`src/rtl/game_sequencer_pkg.sv`:
```
// Shared types and helpers for the ballplayer game-flow controller.
// State codes double as the LED encoding.
package game_sequencer_pkg;

  typedef enum logic [2:0] {
    ST_IDLE    = 3'd0,
    ST_ARMED   = 3'd1,
    ST_PLAYING = 3'd2,
    ST_LOST    = 3'd3,
    ST_OVER    = 3'd4
  } state_e;

  localparam logic [7:0] SCORE_MAX = 8'h99;

  // Saturating two-digit BCD increment
  function automatic logic [7:0] bcd_inc(input logic [7:0] v);
    logic [7:0] r;
    if (v == SCORE_MAX)
      r = v;
    else if (v[3:0] == 4'd9)
      r = {v[7:4] + 4'd1, 4'd0};
    else
      r = {v[7:4], v[3:0] + 4'd1};
    return r;
  endfunction

endpackage

```
`src/rtl/game_sequencer_if.sv`:
```
// Bundle between the sequencer, the jumping datapath and display logic.
// master = jumping/display side, slave = sequencer.
interface game_sequencer_if;

  logic       hit_flag;
  logic       over_flag;
  logic       stop_flag;
  logic       release_pulse;
  logic       game_en;
  logic [7:0] score_bcd;
  logic [1:0] lives;
  logic [2:0] state;
  logic       over_led;

  modport master (
    output hit_flag, over_flag, stop_flag,
    input  release_pulse, game_en, score_bcd,
    input  lives, state, over_led
  );

  modport slave (
    input  hit_flag, over_flag, stop_flag,
    output release_pulse, game_en, score_bcd,
    output lives, state, over_led
  );

endinterface

```
`src/rtl/game_sequencer_btn_debounce.sv`:
```
// Active-low button conditioner: 2-FF sync, stability counter,
// one-cycle pulse on the debounced falling edge.
module btn_debounce #(
  parameter int DB_CYC = 4
) (
  input  logic clk,
  input  logic rst_n,
  input  logic btn_n,
  output logic press
);

  localparam int CW = $clog2(DB_CYC + 1);

  logic [1:0]    sync;
  logic          level;
  logic [CW-1:0] cnt;

  always_ff @(posedge clk or negedge rst_n) begin
    if (!rst_n) begin
      sync  <= 2'b11;
      level <= 1'b1;
      cnt   <= '0;
      press <= 1'b0;
    end else begin
      sync  <= {sync[0], btn_n};
      press <= 1'b0;
      if (sync[1] == level) begin
        cnt <= '0;
      end else if (cnt == CW'(DB_CYC - 1)) begin
        // DB_CYC-th consecutive differing sample
        level <= sync[1];
        cnt   <= '0;
        press <= level;
      end else begin
        cnt <= cnt + 1'b1;
      end
    end
  end

endmodule

```
`src/rtl/game_sequencer.sv`:
```
// Game-flow controller: launch, BCD score, lives and game-over
// sequencing around the jumping datapath.
module game_sequencer
  import game_sequencer_pkg::*;
#(
  parameter int CLK_HZ      = 12_000_000,
  parameter int DEBOUNCE_MS = 20,
  parameter int HOLD_MS     = 1500,
  parameter int LIVES_INIT  = 3
) (
  input  logic clk,
  input  logic rst_n,
  input  logic btn_n,
  game_sequencer_if.slave io
);

  localparam int DB_CYC   = CLK_HZ / 1000 * DEBOUNCE_MS;
  localparam int HOLD_CYC = CLK_HZ / 1000 * HOLD_MS;
  localparam int HW       = $clog2(HOLD_CYC + 1);

  logic press;

  btn_debounce #(
    .DB_CYC (DB_CYC)
  ) u_btn (
    .clk   (clk),
    .rst_n (rst_n),
    .btn_n (btn_n),
    .press (press)
  );

  // {stop, over, hit}
  logic [2:0] f_s1, f_s2;
  logic [1:0] f_q;
  logic       hit_rise, over_rise;

  always_ff @(posedge clk or negedge rst_n) begin
    if (!rst_n) begin
      f_s1 <= '0;
      f_s2 <= '0;
      f_q  <= '0;
    end else begin
      f_s1 <= {io.stop_flag, io.over_flag, io.hit_flag};
      f_s2 <= f_s1;
      f_q  <= f_s2[1:0];
    end
  end

  assign hit_rise  = f_s2[0] & ~f_q[0];
  assign over_rise = f_s2[1] & ~f_q[1];

  state_e          state_q, state_d;
  logic [7:0]      score_q, score_d;
  logic [1:0]      lives_q, lives_d;
  logic [HW-1:0]   hold_q, hold_d;
  logic            rel_d;

  always_comb begin
    state_d = state_q;
    score_d = score_q;
    lives_d = lives_q;
    hold_d  = '0;
    rel_d   = 1'b0;
    unique case (state_q)
      ST_IDLE: begin
        if (press) begin
          state_d = ST_ARMED;
          score_d = 8'h00;
          lives_d = 2'(LIVES_INIT);
        end
      end
      ST_ARMED: begin
        if (press) begin
          state_d = ST_PLAYING;
          rel_d   = 1'b1;
        end
      end
      ST_PLAYING: begin
        // a loss in the same cycle as a hit discards the hit
        if (over_rise) begin
          lives_d = lives_q - 2'd1;
          state_d = (lives_q == 2'd1) ? ST_OVER : ST_LOST;
        end else if (hit_rise) begin
          score_d = bcd_inc(score_q);
        end
      end
      ST_LOST: begin
        if (hold_q == HW'(HOLD_CYC - 1))
          state_d = ST_ARMED;
        else
          hold_d = hold_q + 1'b1;
      end
      ST_OVER: begin
        if (press) begin
          state_d = ST_IDLE;
          score_d = 8'h00;
          lives_d = 2'(LIVES_INIT);
        end
      end
      default: state_d = ST_IDLE;
    endcase
  end

  logic rel_q, en_q, led_q;

  always_ff @(posedge clk or negedge rst_n) begin
    if (!rst_n) begin
      state_q <= ST_IDLE;
      score_q <= 8'h00;
      lives_q <= 2'(LIVES_INIT);
      hold_q  <= '0;
      rel_q   <= 1'b0;
      en_q    <= 1'b0;
      led_q   <= 1'b0;
    end else begin
      state_q <= state_d;
      score_q <= score_d;
      lives_q <= lives_d;
      hold_q  <= hold_d;
      rel_q   <= rel_d;
      en_q    <= (state_d == ST_PLAYING);
      led_q   <= (state_d == ST_OVER);
    end
  end

  assign io.release_pulse = rel_q;
  assign io.game_en       = en_q;
  assign io.score_bcd     = score_q;
  assign io.lives         = lives_q;
  assign io.state         = state_q;
  assign io.over_led      = led_q;

endmodule

```
`src/flat_wrapper.sv`:
```
// flat-port wrapper written by rule: the top's interface ports become plain ports
module game_sequencer_flat import game_sequencer_pkg::*;
#(
  parameter int CLK_HZ      = 12_000_000,
  parameter int DEBOUNCE_MS = 20,
  parameter int HOLD_MS     = 1500,
  parameter int LIVES_INIT  = 3
)
  (clk, rst_n, btn_n, io_hit_flag, io_over_flag, io_stop_flag, io_release_pulse, io_game_en, io_score_bcd, io_lives, io_state, io_over_led);
  game_sequencer_if io_i ();
  input  logic clk;
  input  logic rst_n;
  input  logic btn_n;
  input wire logic [$bits(io_i.hit_flag)-1:0] io_hit_flag;
  input wire logic [$bits(io_i.over_flag)-1:0] io_over_flag;
  input wire logic [$bits(io_i.stop_flag)-1:0] io_stop_flag;
  output wire logic [$bits(io_i.release_pulse)-1:0] io_release_pulse;
  output wire logic [$bits(io_i.game_en)-1:0] io_game_en;
  output wire logic [$bits(io_i.score_bcd)-1:0] io_score_bcd;
  output wire logic [$bits(io_i.lives)-1:0] io_lives;
  output wire logic [$bits(io_i.state)-1:0] io_state;
  output wire logic [$bits(io_i.over_led)-1:0] io_over_led;
  assign io_i.hit_flag = io_hit_flag;
  assign io_i.over_flag = io_over_flag;
  assign io_i.stop_flag = io_stop_flag;
  assign io_release_pulse = io_i.release_pulse;
  assign io_game_en = io_i.game_en;
  assign io_score_bcd = io_i.score_bcd;
  assign io_lives = io_i.lives;
  assign io_state = io_i.state;
  assign io_over_led = io_i.over_led;
  game_sequencer #(.CLK_HZ(CLK_HZ), .DEBOUNCE_MS(DEBOUNCE_MS), .HOLD_MS(HOLD_MS), .LIVES_INIT(LIVES_INIT)) u_core (.clk(clk), .rst_n(rst_n), .btn_n(btn_n), .io(io_i));
endmodule
```
`config.mk`:
```
export PLATFORM = sky130hd
export DESIGN_NAME = game_sequencer_flat
export DESIGN_NICKNAME = d
export VERILOG_FILES = /design/src/rtl/game_sequencer_pkg.sv /design/src/rtl/game_sequencer_if.sv /design/src/rtl/game_sequencer_btn_debounce.sv /design/src/rtl/game_sequencer.sv /design/src/flat_wrapper.sv
export SDC_FILE = /design/constraint.sdc
export NUM_CORES = 1
export LEC_CHECK = 0
export ABC_AREA = 1
export CORE_MARGIN = 1
export CORE_UTILIZATION = 60
export CTS_BUF_LIST = sky130_fd_sc_hd__clkbuf_4
export CTS_CLUSTER_SIZE = 30
export DETAILED_ROUTE_END_ITERATION = 8
export MAX_ROUTING_LAYER = met4
export PLACE_DENSITY = 0.8
export SLEW_MARGIN = 20
export SYNTH_ARGS = -nofsm -noshare
export SYNTH_HDL_FRONTEND = slang
export SYNTH_SLANG_ARGS = --single-unit
```
`constraint.sdc`:
```
create_clock -name clk -period 2.29 [get_ports clk]
set_clock_uncertainty 0.15 [all_clocks]
set_input_delay 0.458 -clock clk [delete_from_list [all_inputs] [get_ports clk]]
set_output_delay 0.458 -clock clk [all_outputs]
set_load 0.02 [all_outputs]
```
* After elaboration in Yosys (flattened, before gate mapping)
Index checks and enable logic that the tools add are counted.
** Operators by class
- Add/sub/neg operators :: 5
- Eq/ne operators :: 18
- Multiplexer cells :: 24
- Bitwise operators :: 5
- Reduce and logical (&&, ||, !) cells :: 7
** Operators with widths (number)
- 25-bit 2-to-1 mux :: 2
- 8-bit 2-to-1 mux :: 5
- 18-bit 2-to-1 mux :: 2
- 25-bit by 1-bit adder with 25-bit output (second input constant) :: 1
- 25-bit == test (second input constant) :: 1
- 18-bit by 1-bit adder with 18-bit output (second input constant) :: 1
- 18-bit == test (second input constant) :: 1
- 3-bit 2-to-1 mux :: 6
- 8-bit case mux with 2 select lines :: 1
- 3-bit case mux with 5 select lines :: 1
- 3-bit by 2-bit == test with 1-bit output (second input constant) :: 3
- 4-bit by 1-bit adder with 4-bit output (second input constant) :: 2
- 8-bit == test (second input constant) :: 1
- 2-bit by 1-bit != test with 1-bit output (second input constant) :: 4
- 3-bit == test (second input constant) :: 2
- 6-bit AND reduction :: 1
- 5-bit AND reduction :: 1
- 4-bit == test (second input constant) :: 1
- 1-bit 2-to-1 mux :: 4
- 2-bit 2-to-1 mux :: 2
- 2-bit != test (second input constant) :: 2
- 2-bit case mux with 2 select lines :: 1
- 3-bit by 1-bit == test with 1-bit output (second input constant) :: 1
- 3-bit logical NOT :: 1
- 9 further kinds :: 12
** Word-level totals
- Bits in registers :: 69
- Word-level logic and storage cells :: 74

* Depth between registers and ports, before layout
Gate-level depths: netlist of run 1.
- Word-level depth :: 6
- Mapped depth :: 10

* Hierarchy
Synthesis of run 1 repeated with hierarchy kept, for this count alone.
** Unflattened totals
- Cells, all modules :: 476
- Area total of the unflattened synthesis :: 3723.6 µm²
** Modules (own cells, without submodules)
- game_sequencer :: instances 1, cells an instance 326, area each 2498.6 µm²
- btn_debounce :: instances 1, cells an instance 150, area each 1224.9 µm²

* Worst setup path after synthesis of run 1
OpenSTA, ideal clock, no wires.
- Path kind :: register -> register
- Start point :: reg u_core.score_q[0] (netlist: u_core.io.score_bcd[0])
- End point :: reg u_core.score_q[4] (netlist: u_core.io.score_bcd[4])
- Setup time :: 0.118 ns
- Data arrival time :: 1.334 ns
- Required time :: 2.022 ns
- Slack :: 0.688 ns
- Stages on the path, launching flop included :: 9
- Path buffers :: 0
- Clock period less this slack :: 1.602 ns
- Cells stage by stage :: dfrtp_1 -> ha_1 -> nand2_1 -> nor2_4 -> inv_1 -> nand2_1 -> nand4_1 -> nand2_1 -> nand2_1
** Between the ends
- Longest elaborated chain between the ends :: 3
** RTL lines
- from (decl) :: line game_sequencer.sv:53 : logic [7:0] score_q, score_d;
- from (signal assigned) :: line game_sequencer.sv:117 : score_q <= score_d;
- 8-bit == test / 4-bit == test (equally long branches) :: line game_sequencer_pkg.sv:18, game_sequencer_pkg.sv:20
- 2-bit != test (no source line) / 2-bit by 1-bit != test with 1-bit output (equally long branches)
- 6-bit AND reduction (no source line) (*)
Mark *: on every way between the ends. The rest lies on a longest branch, timed or not.
A chain may end at the register's enable or synchronous reset.

* Worst setup path after layout of run 1
- Start point :: reg u_core.lives_q[0] (netlist: u_core.io.lives[0])
- End point :: out io_lives[0]
** RTL lines
- from (decl) :: line game_sequencer.sv:54 : logic [1:0] lives_q, lives_d;
- from (signal assigned) :: line game_sequencer.sv:110 : lives_q <= 2'(LIVES_INIT);
- from (signal assigned) :: line game_sequencer.sv:118 : lives_q <= lives_d;
- to (decl) :: line flat_wrapper.sv:20 : output wire logic [$bits(io_i.lives)-1:0] io_lives;
No word-level cell between the ends.

==> metrics.txt, run 1 <==
dominant cell type by area after synthesis=dfrtp_1; All-Layer GR Usage=26.8%; crit path DAT=1.57 ns; combinational power share=2.5%; CTS tree=built; P_sw=481 µW; endpoint type of the worst setup path=output port; RSZ-0062 raised after global routing=false; # fillers=501; Starting Density=62.5%; Slew HR=59.9%; Die X=80.8 µm; Core Region=0.00596 mm²; P per Cell Area=492 mW/mm²; Reg clk slew, reported paths=0.12 ns; top-area cell type share of the netlist area=43.0%; Layout area overhead=12.0%; Final Hold Violating Endpoints=0; layout cells sized above 1=10.9%; initial antenna violation count=0; crit-path max FO=4; fraction of registers with async set or reset after synthesis=100%; crit path time final=2.18 ns; critical-path cell list=clkdlybuf4s50_1; Max Cap Viol=0; grt ovf=0; Layout Nets=532; CP delay by family, top=buffers and inverters; Fin Setup TNS=0 ns; Placer Congestion=0.885; number of H-tree levels=3; Min-Delay Path Class=flop to flop; clk buf depth=2; flip-flop and latch area=0.00173 mm²; DP Wirelength=5640 µm; Net Count, Synth=500; die area=0.00652 mm²; final-report max-slew violation count=0; DRT Pass-1 Iters=4; vias in the first global route=3015; Row Count=28; placed cell count=582; sequential-to-total area share from yosys stat=46.6%; worst vdd ir=0.000335 V; post-cts resize count=0; sw frac=23.4%; Slowest cell on crit path=clkdlybuf4s50_1; Critical path buffers and inverters=1; type of the worst setup path=flop to output port; Cells after Synth=487; Mean Syn Cell Area=7.64 µm²; Final Non-Filler Cells=599; Pleak=1.86 nW; port buffer count=20; YS warnings=0; area of the multi-input gates=0.00173 mm²; Initial DRC Count=177; dominant cells by area after synthesis=dfrtp_1 43%, nand2_1 12%, nor2_1 10%; Tcrit/Tclk final=95.3%; Power, Total=2.05 mW; Synth Register Bits=69; Post-Syn Area=0.00372 mm²; Residual DRC=0; EDFF count, synth=0; fmax=458 MHz; CTS Sinks=69; Most used DFF post-synth=dfrtp_1; Diodes inserted=0; CP required=1.68 ns; Clock power frac=37.2%; routed vias=3099; Worst path max stage delay=0.60 ns; Die Y=80.8 µm; library cells used by synthesis=34; largest net degree at the start of global routing=70; Routed wire per std cell=12.8 µm; startpoint types=flop; Routed Antenna Nets=0; cell-internal power=1.57 mW; drt via density=5.17; first-pass GRT wire length=12800 µm; clk_lat worst skew=0.41 ns; number of top-level pins=22; CTS root buffer=clkbuf_4; Setup Fix Bufs, Post-CTS=0; Least-Margin Pin Slew=0.597 ns; status=completed; cts bufs inserted=9; Final Setup Violations=0; WL final=7640 µm; Seq pwr share=60.3%
## power groups by stage
| stage | Clock (mW) | Sequential, mW | Combinational, mW |
|---|---|---|---|
| 2_1_floorplan | 0 | 1.26 | 0.0138 |
| 3_3_place_gp | 0 | 1.26 | 0.0508 |
| 3_5_place_dp | 0 | 1.26 | 0.0516 |
| 4_1_cts | 0.784 | 1.24 | 0.0530 |
| 5_1_grt | 0.833 | 1.24 | 0.0601 |
| 6_report | 0.764 | 1.24 | 0.0515 |
## layout by cell type (no fill, tap or decap), drive strengths merged
master         count
and3               1
a21oi              7
a31o               1
a31oi              1
nor3b              1
xor2              12
nor4               1
bufinv             1
dfstp              5
clkbuf             9
o21ai              9
a21o               2
nand3             30
nand2            130
nand4              8
inv               65
dfrtp             64
ha                 7
nor2             117
clkdlybuf4s50     19
and2               1
clkinv             5
clkinvlp           2
a211oi             2
nor3              12
nand3b             1
buf                2
dlygate4sd3        1
o21bai             1
xnor2              7
## routing by layer
layer / wire [µm] / GRT usage, % / vias to the layer above
met5: 0 / - / -
li1: - / - / 1572
met1: 3390 / 31.9 / 1447
met3: 271 / 4.16 / 13
met2: 3850 / 45.8 / 67
met4: 127 / 10.5 / 0
## logic make-up (layout without fill, tap and decap cells)
| group | Yosys count | after routing | synth area share [%] |
|---|---|---|---|
| flops | 69 | 69 | 46.6 |
| buf+inv | 67 | 104 | 6.83 |
| compound gates | 23 | 23 | 3.67 |
| xor+xnor | 19 | 19 | 4.47 |
| simple gates | 302 | 302 | 36.1 |
| fa+ha+maj | 7 | 7 | 2.35 |
## synth_stat cells, drive strengths merged (2+ instances only)
master and count:
a211oi 2, nand4 8, a21oi 7, xor2 12
ha 7, nor2 117, dfrtp 64, inv 65
dfstp 5, a21o 2, o21ai 9, nand2 130
nand3 30, xnor2 7, nor3 12
## registers in the layout (all words and copies together), names as in the netlist
register	flops
u_core.f_q	2
u_core.f_s1	2
u_core.f_s2	2
u_core.hold_q	25
u_core.io.game_en	1
u_core.io.lives	2
u_core.io.over_led	1
u_core.io.release_pulse	1
u_core.io.score_bcd	8
u_core.io.state	3
u_core.u_btn.cnt	18
u_core.u_btn.level	1
u_core.u_btn.press	1
u_core.u_btn.sync	2
## stage by stage
| stage | util (%) | hold WS, ns | area (µm²) | worst slack (ns) |
|---|---|---|---|---|
| global route | 70.0 | 0.220 | 4170 | 0.0533 |
| floorplan | - | 0.0124 | 3720 | 0.688 |
| detailed placement | 67.6 | 0.192 | 4030 | 0.512 |
| global placement | 67.6 | 0.189 | 4030 | 0.553 |
| finish | 70.0 | 0.210 | 4170 | 0.107 |
| CTS | 70.0 | 0.216 | 4170 | 0.0788 |
## final timing paths
path,startpoint,to,slack [ns],cells after the start
setup / recovery,u_core.io.lives[0],io_lives[0],0.11,1
hold / removal,u_core.u_btn.sync[0],u_core.u_btn.sync[1],0.21,0
setup reg to reg,u_core.u_btn.cnt[0],u_core.u_btn.cnt[12],0.46,8
hold reg to reg,u_core.u_btn.sync[0],u_core.u_btn.sync[1],0.21,0
max in group asynchronous,rst_n,u_core.u_btn.sync[0],1.22,3
min in group asynchronous,rst_n,u_core.hold_q[13],0.44,3
## repair_timing
item                                    in CTS  in global routing
hold buffers                                 1                  0
endpoints found under the hold margin       64                  0
endpoints found under the setup margin       0                  0
## cell type report
type	count	share of cell area, %
well taps	75	2.25
multi-input cells	351	41.6
inverters	66	5.97
clock inverters	7	1.59
flip-flops and latches	69	41.6
repair buffers	22	5.40
clock buffers	9	1.62
No activity file was read; power rests on OpenSTA's default activity.
==> run 2: changes to the inputs <==
MAX_ROUTING_LAYER = unset   (was met4)
==> metrics.txt, run 2 (synthesis gave the netlist of run 1 again) <==
status=completed; CTS Sinks=69 (unchanged); number of H-tree levels=3 (unchanged); final-report max-slew violation count=0 (unchanged); Fin Setup TNS=0 ns (unchanged); largest net degree at the start of global routing=70 (unchanged); Largest Register=u_core.hold_q; Starting Density=62.5% (unchanged); DRT Pass-1 Iters=4 (unchanged); Setup Fix Bufs, Post-CTS=0 (unchanged); hold path cells=0 (unchanged); Placer Congestion=0.878 (-0.86%); clk buf depth=2 (unchanged); WL final=7390 µm (-3.3%); crit path time final=2.20 ns (+0.0211 ns); CTS root buffer=clkbuf_4; Row Count=28 (unchanged); max reg flops=25 (unchanged); placed cell count=582 (unchanged); Die Y=80.8 µm (unchanged); first-pass GRT wire length=12500 µm (-2.0%); die area=0.00652 mm² (unchanged); Routed Antenna Nets=0 (unchanged); Worst path max stage delay=0.60 ns (about the same); DP Wirelength=5430 µm (-3.8%); CP delay by family, top=buffers and inverters; Core Region=0.00596 mm² (unchanged); Pleak=1.87 nW (+0.59%); Residual DRC=0 (unchanged); initial antenna violation count=0 (unchanged); routed vias=3048 (-1.6%); Layout Nets=532 (unchanged); All-Layer GR Usage=25.6% (-1.2 points); type of the worst setup path=flop to output port; Max Cap Viol=0 (unchanged); startpoint types=flop; Initial DRC Count=224 (+27%); Final Hold Violating Endpoints=0 (unchanged); Critical path buffers and inverters=1 (unchanged); commonest non-fill, non-tap cell in the layout=nand2_1; hold_ws=0.215 ns (+0.00483 ns); most frequent cells in the layout=121 x nand2_1, 99 x nor2_1, 64 x dfrtp_1, 62 x inv_1, 29 x nand3_1; fmax=454 MHz (-0.96%); Routed wire per std cell=12.3 µm (-3.3%); endpoint type of the worst setup path=output port; grt ovf=0 (unchanged); critical-path cell list=clkdlybuf4s50_1; Die X=80.8 µm (unchanged); Worst Reg-to-Reg Cells=10 (+2); CTS tree=built; Tcrit/Tclk final=96.2% (+0.92 points); crit-path max FO=4 (unchanged); Reg clk slew, reported paths=0.13 ns (about the same); stages on the worst setup path=1 (unchanged); vias in the first global route=2941 (-2.5%); clk_lat worst skew=0.42 ns (about the same); layout cells sized above 1=11.3% (+0.38 points); CP required=1.68 ns (about the same); worst vdd ir=0.000595 V (+77%); Min-Delay Path Class=flop to flop; Slowest cell on crit path=clkdlybuf4s50_1; drt via density=5.09 (-1.6%); port buffer count=20 (unchanged); Diodes inserted=0 (unchanged); Slew HR=61.3% (+1.5 points); P per Cell Area=509 mW/mm² (+3.3%); Layout area overhead=12.4%; RSZ-0062 raised after global routing=false; number of top-level pins=22 (unchanged); crit path DAT=1.60 ns (+0.03 ns); Least-Margin Pin Slew=0.576 ns (-0.0217 ns); Final Setup Violations=0 (unchanged); cts bufs inserted=9 (unchanged); Final Non-Filler Cells=599 (unchanged); Power, Total=2.13 mW (+3.7%)
## run 2: power by group
| part | internal [mW] | switching [mW] |
|---|---|---|
| registers | 1.23 | 0.00560 |
| logic | 0.0154 | 0.0352 |
| clock network | 0.349 | 0.492 |
| total | 1.60 | 0.533 |
## run 2: worst reg2reg max path: stages, from the launching register on
cell and delay, ns:
dfrtp_1 0.44, inv_1 0.08, ha_1 0.13, nand2_1 0.08, nor2_4 0.16, inv_1 0.12, nand2_1 0.11, nand2_1 0.07
nor2_2 0.22, nand2_1 0.10, nand2_1 0.08
## run 2: final cells by class
type / count / area, µm²
Inverter: 66 / 249
Timing Repair Buffer: 22 / 225
Fill cell: 507 / 1770
Clock buffer: 9 / 67.6
Multi-Input combinational cell: 351 / 1730
Tap cell: 75 / 93.8
Sequential cell: 69 / 1730
Clock inverter: 7 / 81.3
## run 2: routing by layer
layer / vias up / GRT usage (%) / wire length, µm
li1: 1583 / - / -
met1: 1404 / 31.1 / 3380
met2: 51 / 44.7 / 3630
met3: 10 / 4.16 / 275
met4: 0 / 11.4 / 93
met5: - / 0 / 0
## run 2: stage by stage
step,worst slack (ns),util (%),cell area [µm²]
2_1_floorplan,0.688,-,3720
3_3_place_gp,0.553,67.6,4030
3_5_place_dp,0.539,67.6,4030
4_1_cts,0.0547,70.3,4180
5_1_grt,0.0308,70.3,4180
6_report,0.0862,70.3,4180
## run 2: worst paths after layout
kind                                        start                      to  slack [ns]
max in group asynchronous                   rst_n      u_core.io.lives[0]        1.24
min reg2reg                  u_core.u_btn.sync[0]    u_core.u_btn.sync[1]        0.21
min in group asynchronous                   rst_n  u_core.io.score_bcd[3]        0.41
max reg2reg                u_core.io.score_bcd[1]  u_core.io.score_bcd[5]        0.50
max                            u_core.io.lives[0]             io_lives[0]        0.09
min                          u_core.u_btn.sync[0]    u_core.u_btn.sync[1]        0.21
## run 2: what timing repair did
item / CTS / global route
hold buffers: 1 / 0
hold endpoints to repair: 64 / 0
gates resized for setup: 0 / 0
==> run 3: changes to the inputs <==
CORE_MARGIN = 8   (was 1)
TNS_END_PERCENT = 20   (was unset)
==> metrics.txt, run 3 (synthesis gave the netlist of run 1 again) <==
Worst path max stage delay=0.60 ns (about the same); Routed Antenna Nets=0 (unchanged); Critical path buffers and inverters=1 (unchanged); layout cells sized above 1=11.4% (+0.17 points); max reg flops=25 (unchanged); cts bufs inserted=9 (unchanged); P per Cell Area=484 mW/mm² (-4.8%); Final Hold Violating Endpoints=0 (unchanged); # fillers=490 (-3.4%); crit-path max FO=2 (-2); critical-path cell list=clkdlybuf4s50_1; wire length on met2=3720 µm (+2.4%); DP Wirelength=5710 µm (+5.2%); first-pass GRT wire length=13400 µm (+6.9%); vias in the first global route=3087 (+5.0%); Routed met3 length=336 µm (+22%); M1 wire length=3390 µm (+0.18%); type of the worst setup path=flop to output port; number of top-level pins=22 (unchanged); commonest non-fill, non-tap cell in the layout=nand2_1; Initial DRC Count=158 (-29%); startpoint types=flop; DRT Pass-1 Iters=5 (+1); Setup Fix Bufs, Post-CTS=0 (unchanged); Diodes inserted=0 (unchanged); Core Region=0.00596 mm² (unchanged); drt via density=5.19 (+1.9%); Starting Density=62.5% (unchanged); most frequent cells in the layout=121 x nand2_1, 99 x nor2_1, 64 x dfrtp_1, 62 x inv_1, 29 x nand3_1; Slew HR=59.1% (-2.2 points); Layout Nets=533 (+0.19%); Residual DRC=0 (unchanged); Largest Register=u_core.hold_q; initial antenna violation count=0 (unchanged); uppermost layer routed=met4; Layout area overhead=12.4% (about the same); Tcrit/Tclk final=95.2% (-0.99 points); endpoint type of the worst setup path=output port; Final Setup Violations=0 (unchanged); Fin Setup TNS=0 ns (unchanged); routed vias=3112 (+2.1%); CTS tree=built; clk_lat worst skew=0.43 ns (about the same); crit path time final=2.18 ns (-0.0227 ns); Power, Total=2.03 mW (-4.9%); crit path DAT=1.57 ns (-0.03 ns); Least-Margin Pin Slew=0.613 ns (+0.0370 ns); final-report max-slew violation count=0 (unchanged); Pleak=1.89 nW (+0.94%); Row Count=28 (unchanged); fmax=458 MHz (+1.0%); CP delay by family, top=buffers and inverters; CTS root buffer=clkbuf_4; WL final=7620 µm (+3.1%); largest net degree at the start of global routing=26 (-63%); grt ovf=0 (unchanged); Routed wire per std cell=12.7 µm (+3.0%); status=completed; die area=0.00898 mm² (+38%); number of H-tree levels=3 (unchanged); Reg clk slew, reported paths=0.13 ns (about the same); Min-Delay Path Class=flop to flop; port buffer count=20 (unchanged); Slowest cell on crit path=clkdlybuf4s50_1; Placer Congestion=0.930 (+6.0%); RSZ-0062 raised after global routing=false; worst vdd ir=0.000450 V (-24%); clk buf depth=2 (unchanged); Die X=94.8 µm (+17%); Max Cap Viol=0 (unchanged); Die Y=94.8 µm (+17%); All-Layer GR Usage=18.8% (-6.8 points); CTS Sinks=69 (unchanged); CP required=1.68 ns (about the same)
run 3: cell types whose count changed in the layout (fill, tap and decap cells not counted), sizes merged:
cell / previous run / this run
clkinv: 2 / 4
buf: 2 / 3
bufinv: 1 / 0
clkdlybuf4s50: 19 / 18
dlymetal6s2s: 0 / 1
inv: 69 / 68
run 3: final timing paths:
path,cells past startpoint,slack [ns],start,to
max in group asynchronous,3,0.96,rst_n,u_core.u_btn.sync[1]
setup reg to reg,8,0.53,u_core.hold_q[0],u_core.hold_q[11]
setup / recovery,1,0.11,u_core.io.lives[1],io_lives[1]
min in group asynchronous,2,0.40,rst_n,u_core.hold_q[3]
hold reg to reg,0,0.22,u_core.u_btn.sync[0],u_core.u_btn.sync[1]
hold / removal,0,0.22,u_core.u_btn.sync[0],u_core.u_btn.sync[1]
run 3: repair_timing:
item                                    in CTS  in global routing
gates resized for setup                      0                  1
hold buffers                                 1                  0
endpoints found under the setup margin       0                  1
hold endpoints to repair                    23                  0
run 3: layout make-up:
type	instances	area (µm²)	area share, %
multi-input cells	351	1730	41.5
flip-flops and latches	69	1730	41.4
inverters	66	249	5.95
repair buffers	23	248	5.92
well taps	75	93.8	2.24
clock buffers	9	67.6	1.62
clock inverters	7	56.3	1.35
run 3: worst register-to-register path: stages, from the launching register on:
cell	delay [ns]
dfrtp_1	0.39
ha_1	0.23
nand2_1	0.13
nor2_4	0.17
inv_1	0.06
nor2_1	0.12
nand2_2	0.13
nand2_2	0.20
nor2_2	0.06
run 3: per-layer routing:
| layer | GRT usage (%) | vias up |
|---|---|---|
| met4 | 9.10 | 0 |
| met5 | 0 | - |
| li1 | - | 1580 |
| met1 | 22.7 | 1427 |
| met2 | 31.0 | 83 |
| met3 | 4.37 | 22 |
run 3: through the flow:
step                      std cells  cell area, µm²  hold WS [ns]  utilization [%]  setup WS, ns
after floorplan                 487            3720        0.0124                -         0.688
final                           600            4180         0.216             70.2         0.109
after CTS                       600            4180         0.222             70.2        0.0438
after global placement          583            4050         0.188             67.9         0.548
after detailed placement        583            4050         0.192             67.9         0.532
after global routing            600            4180         0.231             70.2        0.0333
run 3: report_power, final:
group          internal (mW)  total, mW  switching (mW)
Sequential              1.23       1.24         0.00544
Clock                  0.236      0.733           0.498
Combinational         0.0187     0.0551          0.0364
Total                   1.49       2.03           0.540
